===== config.mk =====
export PLATFORM = sky130hd
export DESIGN_NAME = router_nport_flat
export DESIGN_NICKNAME = d
export VERILOG_FILES = /design/src/rtl/router_nport_if.sv /design/src/rtl/router_nport.sv /design/src/flat_wrapper.sv
export SDC_FILE = /design/constraint.sdc
export NUM_CORES = 1
export LEC_CHECK = 0
export BUFFER_PORTS_ARGS = -buffer_cell sky130_fd_sc_hd__buf_4
export CAP_MARGIN = 20
export CORE_ASPECT_RATIO = 0.75
export CORE_MARGIN = 3
export CORE_UTILIZATION = 40
export CTS_BUF_LIST = sky130_fd_sc_hd__clkbuf_4
export DETAILED_ROUTE_END_ITERATION = 10
export HOLD_SLACK_MARGIN = 0.12
export SLEW_MARGIN = 20
export SYNTH_ARGS = -nofsm -noshare
export SYNTH_HDL_FRONTEND = slang
export SYNTH_SLANG_ARGS = --single-unit

===== constraint.sdc =====
create_clock -name clock -period 9.55 [get_ports clock]
set_clock_uncertainty 0.2 [all_clocks]
set_input_delay 0.955 -clock clock [delete_from_list [all_inputs] [get_ports clock]]
set_output_delay 0.955 -clock clock [all_outputs]
set_load 0.05 [all_outputs]

===== src/rtl/router_nport_if.sv =====
// Router stream interface: one input packet stream plus NUM_PORTS show-ahead output channels.
// master = packet source / channel readers, slave = router.
interface router_nport_if #(
  parameter int unsigned DATA_W    = 8,
  parameter int unsigned NUM_PORTS = 3,
  parameter int unsigned ERRCNT_W  = 8
);
  logic [DATA_W-1:0]           data_in;
  logic                        pkt_valid;
  logic                        busy;
  logic [NUM_PORTS-1:0]        read_enb;
  logic [NUM_PORTS*DATA_W-1:0] data_out;
  logic [NUM_PORTS-1:0]        vld_out;
  logic                        err;
  logic                        drop;
  logic [NUM_PORTS-1:0]        soft_rst;
  logic [ERRCNT_W-1:0]         err_count;

  modport master (
    output data_in, pkt_valid, read_enb,
    input  busy, data_out, vld_out, err, drop, soft_rst, err_count
  );

  modport slave (
    input  data_in, pkt_valid, read_enb,
    output busy, data_out, vld_out, err, drop, soft_rst, err_count
  );
endinterface


===== src/rtl/router_nport.sv =====
// N-port packet router: header-addressed input FSM feeding per-channel show-ahead FIFOs
// with XOR parity check, invalid-address drop and per-channel read-timeout flush.
module router_nport #(
  parameter int unsigned DATA_W     = 8,
  parameter int unsigned NUM_PORTS  = 3,
  parameter int unsigned FIFO_DEPTH = 16,
  parameter int unsigned TIMEOUT    = 30,
  parameter int unsigned ERRCNT_W   = 8
) (
  input  logic           clock,
  input  logic           reset,
  router_nport_if.slave  bus
);
  localparam int unsigned ADDR_W = $clog2(NUM_PORTS);
  localparam int unsigned LEN_W  = DATA_W - ADDR_W;
  localparam int unsigned PTR_W  = $clog2(FIFO_DEPTH);
  localparam int unsigned CNT_W  = PTR_W + 1;
  localparam int unsigned TMO_W  = $clog2(TIMEOUT + 1);

  typedef enum logic [2:0] {IDLE, LOAD, PARITY, CHECK, DROP} state_t;

  state_t              state;
  logic [ADDR_W-1:0]   addr_q;
  logic [LEN_W-1:0]    len_q;
  logic [DATA_W-1:0]   xor_q;
  logic                err_q;
  logic                drop_q;
  logic [ERRCNT_W-1:0] err_cnt;
  logic [NUM_PORTS-1:0] soft_rst_q;

  logic [DATA_W-1:0] mem    [NUM_PORTS][FIFO_DEPTH];
  logic [PTR_W-1:0]  rd_ptr [NUM_PORTS];
  logic [PTR_W-1:0]  wr_ptr [NUM_PORTS];
  logic [CNT_W-1:0]  count  [NUM_PORTS];
  logic [TMO_W-1:0]  tmo    [NUM_PORTS];

  logic [ADDR_W-1:0]   hdr_addr;
  logic [LEN_W-1:0]    hdr_len;
  logic                hdr_ok;
  logic [ADDR_W-1:0]   tgt;
  logic                tgt_valid;
  logic [NUM_PORTS-1:0] tgt_hot, full, vld, flush, pop, push;
  logic                busy_c;
  logic                accept;
  logic [NUM_PORTS*DATA_W-1:0] dout;

  assign hdr_addr = bus.data_in[ADDR_W-1:0];
  assign hdr_len  = bus.data_in[DATA_W-1:ADDR_W];
  assign hdr_ok   = ({1'b0, hdr_addr} < (ADDR_W+1)'(NUM_PORTS));

  // In IDLE the target comes from the header on the bus, afterwards from the latched address.
  assign tgt       = (state == IDLE) ? hdr_addr : addr_q;
  assign tgt_valid = (state == IDLE) ? hdr_ok : (state == LOAD || state == PARITY);

  always_comb begin
    tgt_hot = '0;
    full    = '0;
    vld     = '0;
    flush   = '0;
    pop     = '0;
    for (int i = 0; i < int'(NUM_PORTS); i++) begin
      tgt_hot[i] = tgt_valid && (tgt == ADDR_W'(i));
      full[i]    = (count[i] == CNT_W'(FIFO_DEPTH));
      vld[i]     = (count[i] != '0);
      flush[i]   = vld[i] && !bus.read_enb[i] && (tmo[i] == TMO_W'(TIMEOUT - 1));
      pop[i]     = vld[i] && bus.read_enb[i];
    end
  end

  assign busy_c = reset || (state == CHECK) ||
                  (bus.pkt_valid && (|(tgt_hot & (full | flush))));
  assign accept = bus.pkt_valid && !busy_c;
  assign push   = accept ? tgt_hot : '0;

  // Show-ahead heads, forced to zero on empty channels.
  always_comb begin
    dout = '0;
    for (int i = 0; i < int'(NUM_PORTS); i++) begin
      if (vld[i]) dout[i*DATA_W +: DATA_W] = mem[i][rd_ptr[i]];
    end
  end

  always_ff @(posedge clock) begin
    for (int i = 0; i < int'(NUM_PORTS); i++) begin
      if (push[i]) mem[i][wr_ptr[i]] <= bus.data_in;
    end
  end

  // Pointers, occupancy and timeout counters; a timeout empties the channel outright.
  always_ff @(posedge clock) begin
    if (reset) begin
      for (int i = 0; i < int'(NUM_PORTS); i++) begin
        rd_ptr[i] <= '0;
        wr_ptr[i] <= '0;
        count[i]  <= '0;
        tmo[i]    <= '0;
      end
      soft_rst_q <= '0;
    end else begin
      for (int i = 0; i < int'(NUM_PORTS); i++) begin
        if (flush[i]) begin
          rd_ptr[i] <= '0;
          wr_ptr[i] <= '0;
          count[i]  <= '0;
          tmo[i]    <= '0;
        end else begin
          if (push[i]) wr_ptr[i] <= wr_ptr[i] + PTR_W'(1);
          if (pop[i])  rd_ptr[i] <= rd_ptr[i] + PTR_W'(1);
          count[i] <= count[i] + CNT_W'(push[i]) - CNT_W'(pop[i]);
          tmo[i]   <= (vld[i] && !bus.read_enb[i]) ? tmo[i] + TMO_W'(1) : '0;
        end
      end
      soft_rst_q <= flush;
    end
  end

  always_ff @(posedge clock) begin
    if (reset) begin
      state   <= IDLE;
      addr_q  <= '0;
      len_q   <= '0;
      xor_q   <= '0;
      err_q   <= 1'b0;
      drop_q  <= 1'b0;
      err_cnt <= '0;
    end else begin
      err_q  <= 1'b0;
      drop_q <= 1'b0;
      case (state)
        IDLE: if (accept) begin
          len_q <= hdr_len;
          if (hdr_ok) begin
            addr_q <= hdr_addr;
            xor_q  <= bus.data_in;
            state  <= (hdr_len == '0) ? PARITY : LOAD;
          end else begin
            drop_q <= 1'b1;
            state  <= DROP;
          end
        end
        LOAD: if (accept) begin
          xor_q <= xor_q ^ bus.data_in;
          len_q <= len_q - LEN_W'(1);
          if (len_q == LEN_W'(1)) state <= PARITY;
        end
        PARITY: if (accept) begin
          err_q <= (bus.data_in != xor_q);
          if ((bus.data_in != xor_q) && (err_cnt != '1)) err_cnt <= err_cnt + ERRCNT_W'(1);
          state <= CHECK;
        end
        CHECK: state <= IDLE;
        // Drop swallows the remaining len payload words plus the parity word.
        DROP: if (accept) begin
          if (len_q == '0) state <= IDLE;
          else             len_q <= len_q - LEN_W'(1);
        end
        default: state <= IDLE;
      endcase
    end
  end

  assign bus.busy      = busy_c;
  assign bus.data_out  = dout;
  assign bus.vld_out   = vld;
  assign bus.err       = err_q;
  assign bus.drop      = drop_q;
  assign bus.soft_rst  = soft_rst_q;
  assign bus.err_count = err_cnt;
endmodule


===== src/flat_wrapper.sv =====
// flat-port wrapper written by rule: the top's interface ports become plain ports
module router_nport_flat 
#(
  parameter int unsigned DATA_W     = 8,
  parameter int unsigned NUM_PORTS  = 3,
  parameter int unsigned FIFO_DEPTH = 16,
  parameter int unsigned TIMEOUT    = 30,
  parameter int unsigned ERRCNT_W   = 8
)
  (clock, reset, bus_data_in, bus_pkt_valid, bus_read_enb, bus_busy, bus_data_out, bus_vld_out, bus_err, bus_drop, bus_soft_rst, bus_err_count);
  router_nport_if #(.DATA_W(DATA_W), .NUM_PORTS(NUM_PORTS), .ERRCNT_W(ERRCNT_W)) bus_i ();
  input  logic clock;
  input  logic reset;
  input wire logic [$bits(bus_i.data_in)-1:0] bus_data_in;
  input wire logic [$bits(bus_i.pkt_valid)-1:0] bus_pkt_valid;
  input wire logic [$bits(bus_i.read_enb)-1:0] bus_read_enb;
  output wire logic [$bits(bus_i.busy)-1:0] bus_busy;
  output wire logic [$bits(bus_i.data_out)-1:0] bus_data_out;
  output wire logic [$bits(bus_i.vld_out)-1:0] bus_vld_out;
  output wire logic [$bits(bus_i.err)-1:0] bus_err;
  output wire logic [$bits(bus_i.drop)-1:0] bus_drop;
  output wire logic [$bits(bus_i.soft_rst)-1:0] bus_soft_rst;
  output wire logic [$bits(bus_i.err_count)-1:0] bus_err_count;
  assign bus_i.data_in = bus_data_in;
  assign bus_i.pkt_valid = bus_pkt_valid;
  assign bus_i.read_enb = bus_read_enb;
  assign bus_busy = bus_i.busy;
  assign bus_data_out = bus_i.data_out;
  assign bus_vld_out = bus_i.vld_out;
  assign bus_err = bus_i.err;
  assign bus_drop = bus_i.drop;
  assign bus_soft_rst = bus_i.soft_rst;
  assign bus_err_count = bus_i.err_count;
  router_nport #(.DATA_W(DATA_W), .NUM_PORTS(NUM_PORTS), .FIFO_DEPTH(FIFO_DEPTH), .TIMEOUT(TIMEOUT), .ERRCNT_W(ERRCNT_W)) u_core (.clock(clock), .reset(reset), .bus(bus_i));
endmodule

# Word level (Yosys, flattened, before mapping)

Memories as Yosys holds them, arrays and structs flattened.
Index checks and enable logic that the tools add are counted.

Output and inout bits: 41
Memories: 5
Register bits: 32
Memory bits (writable): 438

Memory list:

| memory        | words | bits a word | read ports | clocked after Yosys merged registers in | write ports | RTL line           | text |
|---|---|---|---|---|---|---|---|
| u_core.mem    | 3     | 128         | 3          | 0                                       | 1           | router_nport.sv:31 | `logic [DATA_W-1:0] mem [NUM_PORTS][FIFO_DEPTH];` |
| u_core.count  | 3     | 5           | 3          | 0                                       | 3           | router_nport.sv:34 | `logic [CNT_W-1:0] count [NUM_PORTS];` |
| u_core.tmo    | 3     | 5           | 3          | 0                                       | 3           | router_nport.sv:35 | `logic [TMO_W-1:0] tmo [NUM_PORTS];` |
| u_core.rd_ptr | 3     | 4           | 3          | 0                                       | 3           | router_nport.sv:32 | `logic [PTR_W-1:0] rd_ptr [NUM_PORTS];` |
| u_core.wr_ptr | 3     | 4           | 3          | 0                                       | 3           | router_nport.sv:33 | `logic [PTR_W-1:0] wr_ptr [NUM_PORTS];` |

Bitwise gates (word level): 36
Magnitude comparators: 10
Eq/ne operators: 23
Reduce and logical (&&, ||, !) cells: 44
Add/subtract/negate cells: 17
Muxes and demuxes: 120

Operators with widths:

| kind                                                                  | number |
|---|---|
| 128-bit two-way mux                                                   | 7 |
| 128-bit OR reduction                                                  | 2 |
| 8-bit two-way mux                                                     | 15 |
| 8-bit binary-select mux with 4-bit select                             | 3 |
| 8-bit demux with 4-bit select                                         | 3 |
| 5-bit two-way mux                                                     | 15 |
| 4-bit two-way mux                                                     | 12 |
| 1-bit two-way mux                                                     | 46 |
| 5-bit == test (second input constant)                                 | 6 |
| 5-bit greater-or-equal comparator (second input constant)             | 6 |
| 4-bit NOT with 5-bit output                                           | 6 |
| 4-bit by 1-bit adder with 4-bit output (second input constant)        | 6 |
| 3-bit two-way mux                                                     | 8 |
| 6-bit two-way mux                                                     | 4 |
| 1-bit OR                                                              | 24 |
| 1-bit logical AND                                                     | 18 |
| 6-bit one-hot mux with 3 select lines                                 | 1 |
| 8-bit one-hot mux with 2 select lines                                 | 1 |
| 5-bit by 1-bit adder with 5-bit output                                | 3 |
| 5-bit by 1-bit adder with 5-bit output (second input constant)        | 3 |
| 5-bit by 1-bit < comparator with 1-bit output (second input constant) | 3 |
| 5-bit nonzero test                                                    | 3 |
| 5-bit by 1-bit subtractor with 5-bit output                           | 3 |
| 6-bit logical NOT                                                     | 2 |
| other kinds (30)                                                      | 50 |

# Depth between registers and ports, before layout

An unclocked memory read counts as a cell.

Depth after elaboration: 17
Gate-level depth with buffers: 16

# Least setup slack after synthesis

Ideal clock, no wire load.

Kind: in2reg
Start point: in bus_data_in[0]
End point: mem u_core.count[2][4] (netlist name), data pin
Path buffers: 2
Data arrival time: 3374 ps
Library setup time: 254 ps
Path slack: 5722 ps
Stages on the path: 14
Path through: buf_2 -> or3b_1 -> a21o_1 -> o31ai_2 -> or3_1 -> buf_2 -> inv_2 -> ha_1 -> fa_1 -> a21oi_1 -> nor2_1 -> nor2_1 -> xnor2_1 -> nor2_1

RTL lines:

| element     | RTL line           | text |
|---|---|---|
| from (decl) | flat_wrapper.sv:14 | `input wire logic [$bits(bus_i.data_in)-1:0] bus_data_in;` |
| to (decl)   | router_nport.sv:34 |  |

==> impl_metrics.env <==
export IMPL_holdWs_ns=0.261
export IMPL_status="finished clean"
export IMPL_grt_pass1_vias=11200
export IMPL_post_route_min_period_ns=4.83
export IMPL_worstPathArrival_ns=3.67
export IMPL_cellLeakagePower_nw=7.73
export IMPL_num_vias=11100
export IMPL_viasPerCell=5.29
export IMPL_grt_overflow=0
export IMPL_first_iter_violations=907
export IMPL_cts_resized=0
export IMPL_final_antenna_net_count=0
export IMPL_syn_inst=1229
export IMPL_dp_hpwl_mm=26.2
export IMPL_grt_max_degree=59
export IMPL_die_area_um2=53400
export IMPL_antenna_found_initial=1
export IMPL_timing_fmax_ghz=0.207
export IMPL_rsz0062_at_grt="false"
export IMPL_synth_area_leaders="edfxtp_1, mux4_2, dfxtp_1, ha_1, mux2i_1"
export IMPL_cpMaxStageDelayCell="edfxtp_1"
export IMPL_drc_errors=0
export IMPL_num_rows=70
export IMPL_synth_area_leader_cell="edfxtp_1"
export IMPL_die_h_um=201
export IMPL_clkPwrFrac=0.350
export IMPL_grt_first_pass_wirelength_mm=66.3
export IMPL_hold_class="input pin to flip-flop"
export IMPL_ios=55
export IMPL_drive_gt1_frac=0.250
export IMPL_ys_seq_elements=470
export IMPL_gp_congestion=0.783
export IMPL_p_int_mw=3.32
export IMPL_cp_required_ns=8.40
export IMPL_synth_edff_count=438
export IMPL_crit_path_start_kind="flip-flop"
export IMPL_cts_buffer_depth=3
export IMPL_coreArea_um2=49400
export IMPL_final_common_cell="edfxtp_1"
export IMPL_crit_path_cell_trace="nand2_1 -> o221ai_1 -> o22ai_1 -> a211oi_1 -> buf_4"
export IMPL_sw_frac_of_total=0.260
export IMPL_yosysSeqAreaShare=0.681
export IMPL_synth_top_area_share=0.649
export IMPL_yosysUniqueCellTypes=73
export IMPL_fin_crit_sh=0.505
export IMPL_finalHoldViolCount=0
export IMPL_die_w_um=266
export IMPL_cts_tree="built"
export IMPL_avgSynthCellArea_um2=16.5
export IMPL_yosys_warnings=0
export IMPL_drv_slew=0
export IMPL_critical_path_class="flip-flop to output port"
export IMPL_async_flop_share=0
export IMPL_syn_to_final_growth_pct=12.6
export IMPL_synth_flop_cell="edfxtp_1"
export IMPL_numCtsBuffers=109
export IMPL_setup_violations=0
export IMPL_fin_tns_setup_ns=0
export IMPL_place_area_um2=21400
export IMPL_numClockSinks=470
export IMPL_fin_area_um2=22800
export IMPL_final_cell_mix="edfxtp_1, clkbuf_4, nor2_1"
export IMPL_syn_area_um2=20300
export IMPL_p_seq_frac=0.520
export IMPL_track_usage=0.162
export IMPL_wire_per_inst_um=20.2
export IMPL_drt_pre_antenna_iters=4
export IMPL_root_buffer="clkbuf_4"
export IMPL_start_util=0.410
export IMPL_path_clk_slew_ns=0.07
export IMPL_clock_latency_ns=0.78
export IMPL_p_switching_mw=1.17
export IMPL_io_buffers=54
export IMPL_max_slew_margin=0.348
export IMPL_combPwrFrac=0.130
export IMPL_tightest_slew_ns=0.975
export IMPL_cap_violations=0
export IMPL_fin_nets=1436
export IMPL_ir_worst_vdd_mv=0.0896
export IMPL_cp_slowest_stage_delay_ns=0.97
export IMPL_powerDensity_nw_per_um2=197
export IMPL_crit_path_end_kind="output port"
export IMPL_cts_max_level=3
export IMPL_wirelength_mm=42.7
export IMPL_path_max_fanout=20
timing repair:
action / in CTS / in global routing
hold endpoints to repair: 2 / 0
hold buffers: 2 / 0
setup buffers: 0 / 0
registers in the layout, indices dropped and copies added (netlist names), 6 cells and up:
register	count
u_core.mem	384
u_core.rd_ptr	12
u_core.bus.err_count	8
u_core.count	15
u_core.tmo	15
u_core.len_q	6
u_core.wr_ptr	12
u_core.xor_q	8
final timing paths:
kind	endpoint	slack, ns	depth (start not counted)	from
max reg2reg	u_core.count[1][4]$_SDFFCE_PN0P_	5.82	14	u_core.state[1]$_SDFFE_PP0P_
min reg2reg	u_core.len_q[5]$_SDFFE_PP0P_	0.29	2	u_core.len_q[5]$_SDFFE_PP0P_
min	u_core.bus.soft_rst[1]$_SDFF_PP0_	0.26	2	bus_read_enb[1]
max	bus_data_out[16]	4.72	5	u_core.rd_ptr[2][1]$_SDFFCE_PN0P_
worst max-delay path, delay by kind of cell (launching register included):
kind | cells | cell delay [ns]
AO/OA/AOI/OAI | 3 | 1.00
flip-flops | 1 | 0.97
buffers and inverters | 1 | 0.30
AND/OR/NAND/NOR | 1 | 0.63
routing by layer:
layer  share of wire  up-vias  global-route usage
li1                -     5137                   -
met1            0.48     5679               0.242
met2            0.45      275               0.237
met3           0.056       52              0.0369
met4           0.013        0              0.0479
met5               0        -                   0
metrics by stage:
step / utilization / power, mW / setup slack (ns) / std cells
floorplan: - / 2.79 / 5.72 / 1258
finish: 0.462 / 4.49 / 4.72 / 2108
global route: 0.462 / 4.72 / 4.41 / 2108
CTS: 0.461 / 4.56 / 4.56 / 2106
detailed placement: 0.433 / 2.97 / 5.02 / 1911
global placement: 0.433 / 2.96 / 5.16 / 1911
power by group through the flow:
| stage | clock (mW) | combinational (mW) | sequential (mW) |
|---|---|---|---|
| after floorplan | 0 | 0.441 | 2.35 |
| after global placement | 0 | 0.582 | 2.38 |
| after detailed placement | 0 | 0.588 | 2.38 |
| after CTS | 1.63 | 0.591 | 2.34 |
| after global routing | 1.74 | 0.637 | 2.34 |
| final | 1.57 | 0.582 | 2.34 |
synth_stat cells (all sizes together), types with 3 or more instances:
library cell,number
nand3,28
a21oi,36
nor3b,5
a21boi,9
o221ai,16
mux4,96
or3b,3
or3,8
nand2,48
nor2,99
o21ai,12
nand2b,6
buf,30
and3,12
mux2i,44
o32ai,3
a21o,7
or2,5
edfxtp,438
o31ai,9
dfxtp,32
nand4,8
fa,3
ha,43
and2,17
a31oi,4
and4,5
clkbuf,30
o22ai,9
nor2b,19
xor2,17
nand3b,3
a211oi,11
inv,46
or4,5
nor3,17
xnor2,24
nor4,5
area by class of cell:
cell class,instances,area (um^2)
multi-input combinational,681,6150
inverter,47,176
tap,648,811
clock inverter,31,158
antenna,2,5.00
sequential,470,13800
timing repair buffer,67,508
clock buffer,162,1220
fill,4352,26600
cell families after synthesis:
family | share of synthesized area
fa+ha+maj | 0.0295
buf+inv | 0.0221
xor+xnor | 0.0177
compound gates | 0.0421
other cells | 0.000185
flops | 0.681
simple gates | 0.0787
mux | 0.129
Power figures use the tool's default switching activity.
